<file path="src/rtl/alu_exec_stage.sv">
// alu_exec_stage: execute stage fed by the ALU-control decoder.
// The ALU result is computed combinationally from the incoming operands.
// The result, together with the zero/compare flags and writeback info, is
// registered into the EX/MEM boundary.
// A two-entry skid buffer decouples the handshake:
//   M (main) drives the outputs; S (skid) catches one extra entry.
// Valid/ready semantics on both sides:
//   - a beat moves only when valid & ready are both high at a rising edge;
//   - a producer holds its payload stable while valid & !ready;
//   - in_ready is a flop (high exactly when S is empty), so out_ready never
//     reaches in_ready combinationally.
module alu_exec_stage #(
    parameter int XLEN = 32,
    parameter int RD_W = 5
) (
    input  logic            clk,
    input  logic            rst,
    input  logic            flush,
    input  logic            in_valid,
    output logic            in_ready,
    input  logic [3:0]      alu_ctl,
    input  logic [XLEN-1:0] op_a,
    input  logic [XLEN-1:0] op_b,
    input  logic [RD_W-1:0] in_rd,
    input  logic            in_reg_write,
    output logic            out_valid,
    input  logic            out_ready,
    output logic [XLEN-1:0] out_result,
    output logic            out_zero,
    output logic            out_lt,
    output logic            out_ltu,
    output logic [RD_W-1:0] out_rd,
    output logic            out_reg_write
);

    // Width of one buffered entry: result, zero, lt, ltu, rd, reg_write.
    localparam int EW = XLEN + 3 + RD_W + 1;

    // Buffer occupancy: EMPTY (M and S free), FULL1 (M only), FULL2 (M and S).
    typedef enum logic [1:0] {
        ST_EMPTY = 2'd0,
        ST_FULL1 = 2'd1,
        ST_FULL2 = 2'd2
    } state_t;

    state_t          state;
    logic [4:0]      shamt;
    logic [XLEN-1:0] alu_res;
    logic            cmp_lt;
    logic            cmp_ltu;
    logic            res_zero;
    logic [EW-1:0]   in_entry;
    logic [EW-1:0]   s_entry;
    logic            accept;
    logic            transfer;
    logic            load_m_in;
    logic            load_s_in;
    logic            move_s;

    // The shift amount is always the low five bits of operand B.
    assign shamt   = op_b[4:0];
    assign cmp_lt  = $signed(op_a) < $signed(op_b);
    assign cmp_ltu = op_a < op_b;

    // ALU function select; codes 10-15 fall back to ADD.
    always_comb begin
        alu_res = op_a + op_b;
        case (alu_ctl)
            4'd1:    alu_res = op_a - op_b;
            4'd2:    alu_res = op_a & op_b;
            4'd3:    alu_res = op_a | op_b;
            4'd4:    alu_res = op_a ^ op_b;
            4'd5:    alu_res = op_a << shamt;
            4'd6:    alu_res = op_a >> shamt;
            4'd7:    alu_res = $signed(op_a) >>> shamt;
            4'd8:    alu_res = {{(XLEN-1){1'b0}}, cmp_lt};
            4'd9:    alu_res = {{(XLEN-1){1'b0}}, cmp_ltu};
            default: alu_res = op_a + op_b;
        endcase
    end

    assign res_zero = (alu_res == '0);
    assign in_entry = {alu_res, res_zero, cmp_lt, cmp_ltu, in_rd, in_reg_write};

    assign accept   = in_valid & in_ready;
    assign transfer = out_valid & out_ready;

    // A flush wins over every same-cycle accept and transfer.
    // The data registers are simply not loaded then; their contents are don't-care.
    assign load_m_in = !flush && accept &&
                       ((state == ST_EMPTY) || ((state == ST_FULL1) && transfer));
    assign load_s_in = !flush && accept && (state == ST_FULL1) && !transfer;
    assign move_s    = !flush && (state == ST_FULL2) && transfer;

    // Occupancy FSM with registered out_valid / in_ready.
    always_ff @(posedge clk or posedge rst) begin
        if (rst) begin
            state     <= ST_EMPTY;
            out_valid <= 1'b0;
            in_ready  <= 1'b1;
        end else if (flush) begin
            state     <= ST_EMPTY;
            out_valid <= 1'b0;
            in_ready  <= 1'b1;
        end else begin
            case (state)
                ST_EMPTY: begin
                    if (accept) begin
                        state     <= ST_FULL1;
                        out_valid <= 1'b1;
                    end
                end
                ST_FULL1: begin
                    if (accept && !transfer) begin
                        state    <= ST_FULL2;
                        in_ready <= 1'b0;
                    end else if (!accept && transfer) begin
                        state     <= ST_EMPTY;
                        out_valid <= 1'b0;
                    end
                end
                ST_FULL2: begin
                    if (transfer) begin
                        state    <= ST_FULL1;
                        in_ready <= 1'b1;
                    end
                end
                default: begin
                    state     <= ST_EMPTY;
                    out_valid <= 1'b0;
                    in_ready  <= 1'b1;
                end
            endcase
        end
    end

    // Entry storage.
    // M takes new input directly, or the S entry when S drains forward.
    always_ff @(posedge clk or posedge rst) begin
        if (rst) begin
            out_result    <= '0;
            out_zero      <= 1'b0;
            out_lt        <= 1'b0;
            out_ltu       <= 1'b0;
            out_rd        <= '0;
            out_reg_write <= 1'b0;
            s_entry       <= '0;
        end else begin
            if (load_m_in) begin
                {out_result, out_zero, out_lt, out_ltu, out_rd, out_reg_write} <= in_entry;
            end else if (move_s) begin
                {out_result, out_zero, out_lt, out_ltu, out_rd, out_reg_write} <= s_entry;
            end
            if (load_s_in) begin
                s_entry <= in_entry;
            end
        end
    end

endmodule

</file>
<file path="config.mk">
export PLATFORM = sky130hd
export DESIGN_NAME = alu_exec_stage
export DESIGN_NICKNAME = d
export VERILOG_FILES = /design/src/rtl/alu_exec_stage.sv
export SDC_FILE = /design/constraint.sdc
export NUM_CORES = 1
export LEC_CHECK = 0
export ABC_AREA = 1
export CAP_MARGIN = 0
export CORE_ASPECT_RATIO = 1.5
export CORE_MARGIN = 1.5
export CORE_UTILIZATION = 35
export DETAILED_ROUTE_END_ITERATION = 6
export REMOVE_ABC_BUFFERS = 1
export SYNTH_ARGS = -nofsm -noshare
export SYNTH_HDL_FRONTEND = slang
export SYNTH_SLANG_ARGS = --single-unit
</file>
<file path="constraint.sdc">
create_clock -name clk -period 5.8 [get_ports clk]
set_input_delay 1.45 -clock clk [delete_from_list [all_inputs] [get_ports clk]]
set_output_delay 1.45 -clock clk [all_outputs]
set_load 0.01 [all_outputs]
</file>
==> results.cfg <==
[worst_setup_path]
r2r_start = in_ready$_DFFE_PP1P_
crit_chain = clkdlybuf4s50_1, inv_1, ha_1, inv_1, fa_1, nand2_1, nand2_1, nand2_1, o21ai_2, nand2_1, nand2_2, nand2_2, nand2_2, nand2_1, nand3_1, nand3_1, nor2_1, nand3b_1, nor2_1, nand3_1, nand2_1
rr_worst_depth = 10
start_kind = input port
worstPathRequired_ns = 6.09
crit_top_cell = nand2_1
cp_data_arrival_time_ns = 5.53
path_max_fanout = 5
cp.depth = 21
cp-end-kind = flop
rr_endpoint = out_result[29]$_DFFE_PP0P_
critPathMaxStageDelay_ns = 0.59
r2r_setup_slack_ns = 2.83
path_buf_inv = 3
worstSetupPathType = input port to flop
path_delay_family = simple AND/OR/NAND/NOR gates
slowest_stage = clkdlybuf4s50_1

[finish]
final_cell_mix = nand2_1 (851), nand3_1 (417), inv_1 (279)
area_growth_pct = 13.3
n_fill_cell = 4349
drive_gt1_frac = 0.0593
final_common_cell = nand2_1
n_antenna_cell = 0
fin_nets = 2721

[cts]
htree_num_levels = 3
clkTransAtPathRegs_ns = 0.06
clockBufferDepth = 2
ctsRootBufferMaster = clkbuf_16
clk_latency_ns = 0.35
cts_buffers = 9
postCtsHoldBufs = 0
ctsResizeCount = 0
cts_setup_buffers = 0
cts.sinks = 86
cts_tree = yes

[synth]
yosys.area.top_type = nand2_1
synth_edf_count = 0
ys_seq_elements = 86
synth_area_um2 = 13700
synth_cells = 2476
async_reset_ff_frac = 1.00
synth_area_per_cell_um2 = 5.54
synth_cell_types = 50
seq_area_frac_synth = 0.157
ys_top_cells_by_area = nand2_1 (23%), dfrtp_1 (15%), nand3_1 (15%)
synth_flop_cell = dfrtp_1
yosys_warnings = 0
synth_top_area_share = 0.233

[timing]
finalHoldViolCount = 0
relSlewSlack = 0.287
max_freq_mhz = 191
fin_skew_ns = 0.00643
worstMarginPinSlew_ns = 1.07
period_minus_slack_ns = 5.24
fin_tns_setup_ns = 0
post-route-period-util = 0.904
setup_viol = 0
rsz0062_at_grt = no
drv_slew = 0

[global_routing]
grt_usage = 0.328
grt.overflow.total = 0
antenna_found_initial = 0
grt_pass1_vias = 16484
grt_pass1_wl_mm = 98.2
grt_max_degree = 74

[die]
fp-row-count = 88
io_pins = 122
core_area_um2 = 38500
die_h_um = 246
die_w_um = 165
dieArea_um2 = 40400
start_util = 0.356

[power]
internal_power_w = 0.00188
switching_share = 0.457
p_sw_w = 0.00158
p_leak_nw = 8.14
p_total_w = 0.00346
ir_drop_v = 0.000278
p_comb_frac = 0.544
clkPwrFrac = 0.163
power_density_nw_per_um2 = 222
seqPwrFrac = 0.293

[route]
viasPerCell = 5.60
drc = 0
drt-initial-drc-count = 1639
firstDrtPassIters = 6
num_vias = 17033
drt_wl_total_mm = 67.0
routedWlPerCell_um = 22.0
antenna_left = 0

[job]
drv_cap = 0

[placed_design]
portBuffers = 121
dp_hpwl_mm = 55.2
place.gp.congestion = 1.08

[worst_hold_path]
holdPathStages = 2
hold_start = s_entry[30]$_DFFE_PP0P_
min_delay_worst_endpoint = s_entry[30]$_DFFE_PP0P_
hold_path_class = flop to flop

[run_status]
status = completed
[per-stage QoR]
step / utilization / hold WS [ns] / worst slack (ns) / instance area, um^2 / std cells
3_5_place_dp: 0.396 / 0.473 / 0.267 / 15300 / 3025
5_1_grt: 0.403 / 0.511 / 0.430 / 15500 / 3041
4_1_cts: 0.403 / 0.489 / 0.625 / 15500 / 3041
6_report: 0.403 / 0.484 / 0.556 / 15500 / 3041
2_1_floorplan: - / 0.450 / 1.76 / 13100 / 2368
3_3_place_gp: 0.396 / 0.466 / 0.222 / 15300 / 3025
[cell usage after synthesis, types with 3 or more instances]
library cell,instances
clkbuf_1,31
o221ai_1,4
buf_4,21
o21a_1,5
nor3_1,17
inv_2,17
o21ai_0,92
o21bai_1,8
buf_2,40
nand3_1,417
buf_6,9
nand2_2,27
o22ai_1,7
inv_1,280
nand3b_1,5
xor2_1,3
ha_1,99
o211ai_1,55
a21oi_1,90
nand4_1,21
dfrtp_1,85
and2_1,4
o21ai_1,7
nand2_1,851
nor3_2,3
or2_2,3
nor2_2,20
o2111ai_1,8
nor2_1,210
buf_1,6
o21ai_2,4
[sequential cells by signal (all words and copies together), names as in the netlist]
name           flops
out_zero           1
out_result        32
out_valid          1
out_lt             1
out_ltu            1
state              2
out_rd             5
s_entry           41
in_ready           1
out_reg_write      1
[tightest hold or removal path: cells and delay by family, from the launching register on]
kind | cells | cell delay, ns
flip-flops | 1 | 0.34
AO/OA/AOI/OAI | 1 | 0.06
AND/OR/NAND/NOR | 1 | 0.05
[cell families (layout without fill, tap and decap cells)]
family	Yosys count	in the layout	synth area share
AOI/OAI and AO/OA	291	291	0.128
xor gates and xnor gates	3	3	0.00191
adders and majority gates	101	101	0.0932
buffers and inverters	407	477	0.126
DFF	86	86	0.157
and+or+nand+nor	1588	1588	0.494
[power groups by stage]
stage / clock [W] / sequential [W] / combinational [W]
final: 0.000564 / 0.00101 / 0.00188
after global routing: 0.000606 / 0.00104 / 0.00206
after CTS: 0.000581 / 0.00102 / 0.00186
after detailed placement: 0 / 0.00102 / 0.00185
after global placement: 0 / 0.00101 / 0.00183
after floorplan: 0 / 0.00105 / 0.000975
[worst max path at each step]
stage | from | end | slack, ns
2_1_floorplan | flush | out_zero$_DFFE_PP0P_ | 1.76
3_3_place_gp | op_a[0] | out_zero$_DFFE_PP0P_ | 0.22
3_5_place_dp | op_a[0] | s_entry[8]$_DFFE_PP0P_ | 0.27
4_1_cts | op_a[0] | s_entry[8]$_DFFE_PP0P_ | 0.62
5_1_grt | op_a[0] | out_zero$_DFFE_PP0P_ | 0.43
6_report | op_a[0] | s_entry[8]$_DFFE_PP0P_ | 0.56
[layer usage]
metal,vias to the layer above,part of all wire,track usage
li1,8118,-,-
met1,7957,0.38,0.374
met2,760,0.49,0.577
met3,198,0.050,0.0189
met4,0,0.081,0.233
met5,-,0,0
[final cells by class]
type / instances / area, um^2 / area share
Multi-Input combinational cell: 1983 / 9840 / 0.633
Sequential cell: 86 / 2150 / 0.139
Timing Repair Buffer: 162 / 1510 / 0.0972
Inverter: 299 / 1130 / 0.0726
Tap cell: 495 / 619 / 0.0398
Clock buffer: 9 / 225 / 0.0145
Clock inverter: 7 / 63.8 / 0.00410
No activity file was read; power rests on OpenSTA's default activity.
